[config.mk]
export PLATFORM = sky130hd
export DESIGN_NAME = buffer_sequencer_flat
export DESIGN_NICKNAME = d
export VERILOG_FILES = /design/src/rtl/buffer_sequencer_if.sv /design/src/rtl/buffer_sequencer.sv /design/src/flat_wrapper.sv
export SDC_FILE = /design/constraint.sdc
export NUM_CORES = 1
export LEC_CHECK = 0
export ABC_AREA = 0
export CAP_MARGIN = 20
export CORE_ASPECT_RATIO = 1.25
export CORE_MARGIN = 1.5
export CORE_UTILIZATION = 50
export DETAILED_ROUTE_END_ITERATION = 8
export PLACE_DENSITY = 0.88
export SLEW_MARGIN = 30
export SYNTH_ARGS = -nofsm -noshare
export SYNTH_HDL_FRONTEND = slang
export SYNTH_SLANG_ARGS = --single-unit
export TNS_END_PERCENT = 100
[constraint.sdc]
create_clock -name clk -period 3.7 [get_ports clk]
set_input_delay 0.74 -clock clk [delete_from_list [all_inputs] [get_ports clk]]
set_output_delay 0.74 -clock clk [all_outputs]
set_load 0.02 [all_outputs]
[src/rtl/buffer_sequencer_if.sv]
// Buffer sequencer bus interface.
// Groups the serial load stream, the consumer stall, the buffer write/read
// ports and the read-data status flags that travel between the sequencer
// and its environment.
//   master : the sequencer (accepts the load stream, drives the buffers)
//   slave  : the environment (supplies the load stream, owns the buffers)
interface buffer_sequencer_if #(
  parameter int N_BUF       = 8,
  parameter int ADDR_RAM    = 10,
  parameter int WID_PE_BITS = 16
);
  logic                   in_valid;
  logic                   in_ready;
  logic [WID_PE_BITS-1:0] in_data;
  logic                   pe_stall;
  logic                   buf_mode;
  logic [N_BUF-1:0]       buf_w_en;
  logic [ADDR_RAM-1:0]    buf_w_addr;
  logic [WID_PE_BITS-1:0] buf_w_data;
  logic [N_BUF-1:0]       buf_r_en;
  logic [ADDR_RAM-1:0]    buf_r_addr;
  logic                   rd_valid;
  logic                   rd_last;

  modport master (
    input  in_valid, in_data, pe_stall,
    output in_ready, buf_mode, buf_w_en, buf_w_addr, buf_w_data,
           buf_r_en, buf_r_addr, rd_valid, rd_last
  );

  modport slave (
    output in_valid, in_data, pe_stall,
    input  in_ready, buf_mode, buf_w_en, buf_w_addr, buf_w_data,
           buf_r_en, buf_r_addr, rd_valid, rd_last
  );
endinterface

[src/rtl/buffer_sequencer.sv]
// Buffer sequencer.
// Runs one load+stream job per start: a serial word stream is written into
// cfg_nbuf buffers in buffer-major order (cfg_words words each), then all
// used buffers are read in parallel, one shared address per cycle, while the
// consumer is not stalling.
// Ports:
//   clk        : clock, all state on rising edge
//   rst        : asynchronous active-low reset
//   start      : one-cycle job request (honoured only in IDLE)
//   abort      : synchronous job cancel, wins over start
//   cfg_words  : words per buffer, 1..2^ADDR_RAM
//   cfg_nbuf   : buffers used, 1..N_BUF
//   bus        : load stream, buffer write/read ports, read-data flags
//   busy       : job in progress (LOAD, STREAM, DONE)
//   done / err : one-cycle completion / rejected-configuration pulses
module buffer_sequencer #(
  parameter int N_BUF       = 8,
  parameter int ADDR_RAM    = 10,
  parameter int WID_PE_BITS = 16
) (
  input  logic                      clk,
  input  logic                      rst,
  input  logic                      start,
  input  logic                      abort,
  input  logic [ADDR_RAM:0]         cfg_words,
  input  logic [$clog2(N_BUF):0]    cfg_nbuf,
  buffer_sequencer_if.master        bus,
  output logic                      busy,
  output logic                      done,
  output logic                      err
);

  localparam int NB_W  = $clog2(N_BUF) + 1;
  // One spare bit so a full 2^ADDR_RAM word count is representable.
  localparam int CNT_W = ADDR_RAM + 1;

  localparam logic [1:0] S_IDLE   = 2'd0;
  localparam logic [1:0] S_LOAD   = 2'd1;
  localparam logic [1:0] S_STREAM = 2'd2;
  localparam logic [1:0] S_DONE   = 2'd3;

  logic [1:0]       state;
  logic [CNT_W-1:0] words_q;
  logic [NB_W-1:0]  nbuf_q;
  logic [CNT_W-1:0] word_cnt;
  logic [NB_W-1:0]  buf_cnt;
  logic [CNT_W-1:0] rd_cnt;
  logic             rd_vld_p1;
  logic             rd_last_p1;
  logic             err_p1;

  logic             cfg_ok;
  logic [CNT_W-1:0] last_word;
  logic [NB_W-1:0]  last_buf;
  logic             word_end;
  logic             buf_end;
  logic             rd_end;
  logic             accept;
  logic             issue;
  logic [N_BUF-1:0] w_en;
  logic [N_BUF-1:0] rd_mask;

  assign cfg_ok = (cfg_words != '0) && (cfg_words <= CNT_W'(1 << ADDR_RAM)) &&
                  (cfg_nbuf != '0) && (cfg_nbuf <= NB_W'(N_BUF));

  assign last_word = words_q - CNT_W'(1);
  assign last_buf  = nbuf_q - NB_W'(1);
  assign word_end  = (word_cnt == last_word);
  assign buf_end   = (buf_cnt == last_buf);
  assign rd_end    = (rd_cnt == last_word);

  // abort closes both the load handshake and read issue in its own cycle.
  assign bus.in_ready = (state == S_LOAD) && !abort;
  assign accept       = bus.in_valid && bus.in_ready;
  assign issue        = (state == S_STREAM) && !bus.pe_stall && !abort;

  always_comb begin
    w_en    = '0;
    rd_mask = '0;
    for (int i = 0; i < N_BUF; i++) begin
      w_en[i]    = accept && (buf_cnt == NB_W'(i));
      rd_mask[i] = (NB_W'(i) < nbuf_q);
    end
  end

  assign bus.buf_w_en   = w_en;
  assign bus.buf_w_addr = word_cnt[ADDR_RAM-1:0];
  assign bus.buf_w_data = bus.in_data;
  assign bus.buf_r_en   = issue ? rd_mask : '0;
  assign bus.buf_r_addr = rd_cnt[ADDR_RAM-1:0];
  assign bus.buf_mode   = (state == S_STREAM);

  // Read-data flags are registered; abort masks any flag still in flight.
  assign bus.rd_valid = rd_vld_p1 && !abort;
  assign bus.rd_last  = rd_last_p1 && !abort;

  assign busy = (state != S_IDLE);
  assign done = (state == S_DONE) && !abort;
  assign err  = err_p1;

  // p0 -> p1: control state and read-data flag registers
  always_ff @(posedge clk or negedge rst) begin
    if (!rst) begin
      state      <= S_IDLE;
      words_q    <= '0;
      nbuf_q     <= '0;
      word_cnt   <= '0;
      buf_cnt    <= '0;
      rd_cnt     <= '0;
      rd_vld_p1  <= 1'b0;
      rd_last_p1 <= 1'b0;
      err_p1     <= 1'b0;
    end else begin
      rd_vld_p1  <= issue;
      rd_last_p1 <= issue && rd_end;
      err_p1     <= 1'b0;
      if (abort) begin
        state    <= S_IDLE;
        word_cnt <= '0;
        buf_cnt  <= '0;
        rd_cnt   <= '0;
      end else begin
        case (state)
          S_IDLE: begin
            if (start) begin
              if (cfg_ok) begin
                words_q  <= cfg_words;
                nbuf_q   <= cfg_nbuf;
                word_cnt <= '0;
                buf_cnt  <= '0;
                rd_cnt   <= '0;
                state    <= S_LOAD;
              end else begin
                err_p1 <= 1'b1;
              end
            end
          end
          S_LOAD: begin
            if (accept) begin
              if (word_end) begin
                word_cnt <= '0;
                if (buf_end) state <= S_STREAM;
                else         buf_cnt <= buf_cnt + NB_W'(1);
              end else begin
                word_cnt <= word_cnt + CNT_W'(1);
              end
            end
          end
          S_STREAM: begin
            if (!bus.pe_stall) begin
              rd_cnt <= rd_cnt + CNT_W'(1);
              if (rd_end) state <= S_DONE;
            end
          end
          S_DONE:  state <= S_IDLE;
          default: state <= S_IDLE;
        endcase
      end
    end
  end

endmodule

[src/flat_wrapper.sv]
// flat-port wrapper written by rule: the top's interface ports become plain ports
module buffer_sequencer_flat 
#(
  parameter int N_BUF       = 8,
  parameter int ADDR_RAM    = 10,
  parameter int WID_PE_BITS = 16
)
  (clk, rst, start, abort, cfg_words, cfg_nbuf, busy, done, err, bus_in_valid, bus_in_data, bus_pe_stall, bus_in_ready, bus_buf_mode, bus_buf_w_en, bus_buf_w_addr, bus_buf_w_data, bus_buf_r_en, bus_buf_r_addr, bus_rd_valid, bus_rd_last);
  buffer_sequencer_if #(.N_BUF(N_BUF), .ADDR_RAM(ADDR_RAM), .WID_PE_BITS(WID_PE_BITS)) bus_i ();
  input  logic clk;
  input  logic rst;
  input  logic start;
  input  logic abort;
  input  logic [ADDR_RAM:0] cfg_words;
  input  logic [$clog2(N_BUF):0] cfg_nbuf;
  output logic busy;
  output logic done;
  output logic err;
  input wire logic [$bits(bus_i.in_valid)-1:0] bus_in_valid;
  input wire logic [$bits(bus_i.in_data)-1:0] bus_in_data;
  input wire logic [$bits(bus_i.pe_stall)-1:0] bus_pe_stall;
  output wire logic [$bits(bus_i.in_ready)-1:0] bus_in_ready;
  output wire logic [$bits(bus_i.buf_mode)-1:0] bus_buf_mode;
  output wire logic [$bits(bus_i.buf_w_en)-1:0] bus_buf_w_en;
  output wire logic [$bits(bus_i.buf_w_addr)-1:0] bus_buf_w_addr;
  output wire logic [$bits(bus_i.buf_w_data)-1:0] bus_buf_w_data;
  output wire logic [$bits(bus_i.buf_r_en)-1:0] bus_buf_r_en;
  output wire logic [$bits(bus_i.buf_r_addr)-1:0] bus_buf_r_addr;
  output wire logic [$bits(bus_i.rd_valid)-1:0] bus_rd_valid;
  output wire logic [$bits(bus_i.rd_last)-1:0] bus_rd_last;
  assign bus_i.in_valid = bus_in_valid;
  assign bus_i.in_data = bus_in_data;
  assign bus_i.pe_stall = bus_pe_stall;
  assign bus_in_ready = bus_i.in_ready;
  assign bus_buf_mode = bus_i.buf_mode;
  assign bus_buf_w_en = bus_i.buf_w_en;
  assign bus_buf_w_addr = bus_i.buf_w_addr;
  assign bus_buf_w_data = bus_i.buf_w_data;
  assign bus_buf_r_en = bus_i.buf_r_en;
  assign bus_buf_r_addr = bus_i.buf_r_addr;
  assign bus_rd_valid = bus_i.rd_valid;
  assign bus_rd_last = bus_i.rd_last;
  buffer_sequencer #(.N_BUF(N_BUF), .ADDR_RAM(ADDR_RAM), .WID_PE_BITS(WID_PE_BITS)) u_core (.clk(clk), .rst(rst), .start(start), .abort(abort), .cfg_words(cfg_words), .cfg_nbuf(cfg_nbuf), .bus(bus_i), .busy(busy), .done(done), .err(err));
endmodule
==> impl_metrics.py <==
metrics = {
    "finish": {
        "n_antenna_cell": 0,
        "multiInputGateArea_um2": 2050,
        "fillCellCount": 614,
        "drive_gt1_share_pct": 12.5,
        "area_growth_pct": 14.0,
        "layout_common_cells": "clkdlybuf4s50_1 (62), dfrtp_1 (46), inv_1 (25)",
        "fin_nets": 476,
        "final_cell_area_um2": 4180,
        "layout_commonest_cell": "clkdlybuf4s50_1",
        "seqCellArea_um2": 1150,
    },
    "clocking": {
        "clock_latency_ps": 300,
        "cts_setup_buffers": 0,
        "cts_buffers": 5,
        "cts_tree": "done",
        "clk_pin_slew_ps": 90,
        "cts-root-buf": "clkbuf_8",
        "clockBufferDepth": 2,
        "htreeDepth": 2,
        "cts_sinks": 46,
    },
    "floorplanning": {
        "die_w_um": 79.6,
        "fp.dieH_um": 98.8,
        "die-area_um2": 7860,
        "initial_core_util_pct": 52.2,
        "core_area_um2": 7020,
        "row_count": 34,
        "pin_count": 96,
    },
    "yosys": {
        "syn_area_per_cell_um2": 9.24,
        "seq_area_frac_synth_pct": 31.4,
        "synth-seq-cells": 46,
        "yosys.area.top_type": "dfrtp_1",
        "yosys_warnings": 0,
        "async_flop_share_pct": 100,
        "synth_edf_count": 0,
        "synthCells": 397,
        "synth.area.top_cells": "dfrtp_1 (31%), buf_4 (7.6%), ha_1 (5.5%), mux2_2 (4.9%), xnor2_1 (4.5%)",
        "netlist.area_leader.share_pct": 31.4,
        "ys_types": 65,
        "synth.net_count": 450,
        "yosys_most_used_dff": "dfrtp_1",
        "syn-cell-area_um2": 3670,
    },
    "detailed_routing": {
        "highest_layer": "met4",
        "antenna_left": 0,
        "dr.pass1.iters": 5,
        "wl_met2_um": 4320,
        "drc": 0,
        "routed_wirelength_um": 8490,
        "first_iter_violations": 215,
        "num_vias": 2999,
        "viasPerCell": 5.83,
        "wl_per_cell_um": 16.5,
        "wl_met3_um": 447,
        "wl_met1_um": 3470,
    },
    "timing": {
        "finalSetupTns_ps": 0,
        "worst_pin_slew_ps": 908,
        "fmax_ghz": 0.279,
        "fin_worst_skew_ps": 5.17,
        "finalSetupViolations": 0,
        "min_period_ps": 3580,
        "drv_slew": 0,
        "fin_crit_sh_pct": 96.9,
        "slew_headroom_pct": 39.1,
        "rsz0062_at_grt": "false",
        "hold_violations": 0,
    },
    "power_and_ir_drop": {
        "p_leak_nw": 1.77,
        "vdd_drop_max_mv": 0.364,
        "p_per_area_nw_per_um2": 538,
    },
    "grt": {
        "grtUsageTotal_pct": 22.2,
        "grt_pass1_wl_um": 13900,
        "first_global_vias": 2893,
        "grt_start_max_net_pins": 47,
        "antenna_found_initial": 0,
        "overflow": 0,
    },
    "placed_design": {
        "gp_congestion": 0.939,
        "io_buffers": 63,
        "post_dp_cell_area_um2": 4080,
        "dp.final_hpwl_um": 6430,
    },
    "critical_path": {
        "path_class": "in2out",
        "cp.required_ps": 2960,
        "cp-start-kind": "primary input",
        "cp_max_fo": 6,
        "cp-end-kind": "output port",
        "worstPathArrival_ps": 2840,
    },
    "run_status": {
        "status": "finished, final reports clean",
    },
    "min_path": {
        "min_path_type": "in2async",
    },
    "run": {
        "max_cap_viol_count": 0,
    },
}
-- per-stage QoR --
| stage | cells | total power [mW] | setup slack, ps | hold slack, ps | util (%) |
|---|---|---|---|---|---|
| after global placement | 506 | 1.86 | 135 | 542 | 58.1 |
| after floorplan | 397 | 1.69 | 768 | 444 | - |
| after global routing | 514 | 2.40 | 0.907 | 484 | 59.6 |
| after detailed placement | 506 | 1.91 | 57.0 | 548 | 58.2 |
| after CTS | 514 | 2.25 | 69.8 | 453 | 59.5 |
| final | 514 | 2.25 | 116 | 437 | 59.6 |
-- routing by layer --
layer / vias to the layer above / track usage (%)
met4: 0 / 11.2
met2: 121 / 37.0
met3: 21 / 3.06
met1: 1442 / 27.8
met5: - / 0
li1: 1415 / -
-- path summary, 6_finish.rpt --
path	end	slack (ps)	start	cells after the start
max in group asynchronous	u_core.words_q[10]$_DFFE_PN0P_	2870	rst	1
min	u_core.rd_cnt[8]$_DFFE_PN0P_	440	rst	1
min in group clk	u_core.rd_cnt[4]$_DFFE_PN0P_	570	u_core.rd_cnt[4]$_DFFE_PN0P_	1
max	bus_buf_r_en[5]	120	abort	8
max reg2reg	u_core.state[1]$_DFFE_PN0P_	400	u_core.words_q[0]$_DFFE_PN0P_	7
min reg2reg	u_core.rd_cnt[4]$_DFFE_PN0P_	570	u_core.rd_cnt[4]$_DFFE_PN0P_	1
-- flip-flops by register name (all words and copies together), names as in the netlist --
name               count
u_core.buf_cnt         4
u_core.rd_cnt         11
u_core.nbuf_q          4
u_core.words_q        11
u_core.rd_last_p1      1
u_core.rd_vld_p1       1
u_core.word_cnt       11
u_core.err             1
u_core.state           2
-- area by class of cell --
type | instances | area share [%]
flip-flops and latches | 46 | 27.5
clock inverters | 2 | 0.299
inverters | 25 | 2.24
clock buffers | 6 | 1.98
well taps | 90 | 2.69
multi-input cells | 275 | 49.0
repair buffers | 70 | 16.3
-- report_power, final --
group	total (mW)	switching (mW)	internal [mW]
Combinational	1.12	0.579	0.536
Sequential	0.805	0.207	0.598
Clock	0.329	0.178	0.150
Total	2.25	0.964	1.28
-- worst max-delay path, stage by stage --
cell and delay, ps:
clkdlybuf4s50_1 420, inv_1 80, nand2_1 80, or2_2 340, inv_1 120, o21ai_0 230
a21oi_1 200, clkdlybuf4s50_1 620
-- cells by family after synthesis --
| logic type | share of synthesized area, % |
|---|---|
| muxes | 6.00 |
| adders and majority gates | 5.46 |
| and+or+nand+nor | 21.2 |
| AOI/OAI and AO/OA | 12.4 |
| xor gates and xnor gates | 10.7 |
| DFF | 31.4 |
| buffers and inverters | 12.9 |
-- Yosys cell counts (2+ instances only) --
cell / number
dfrtp_1: 46
buf_4: 37
inv_1: 25
nor2_1: 23
nand2_1: 21
xnor2_1: 19
a21oi_1: 17
o21ai_0: 17
ha_1: 16
mux2_2: 16
xor2_1: 16
and2_1: 10
nand3_1: 10
nand4_1: 10
nor4_1: 9
nor3_1: 7
or3_1: 6
a21o_1: 5
a22o_1: 5
clkbuf_1: 5
nand2b_1: 5
buf_6: 4
mux2i_1: 4
nor2b_1: 4
o211ai_1: 4
and3_1: 3
buf_2: 3
o31ai_1: 3
or2_2: 3
and3_2: 2
and4_2: 2
nor3b_1: 2
nor4_2: 2
nor4b_1: 2
o22ai_1: 2
or4_1: 2
xnor3_1: 2
-- what timing repair did --
| item | 4_1_cts | 5_1_grt |
|---|---|---|
| endpoints found under the setup margin | 0 | 4 |
| gates resized for setup | 0 | 1 |
| hold buffers | 0 | 0 |
(Power assumes the default switching activity.)
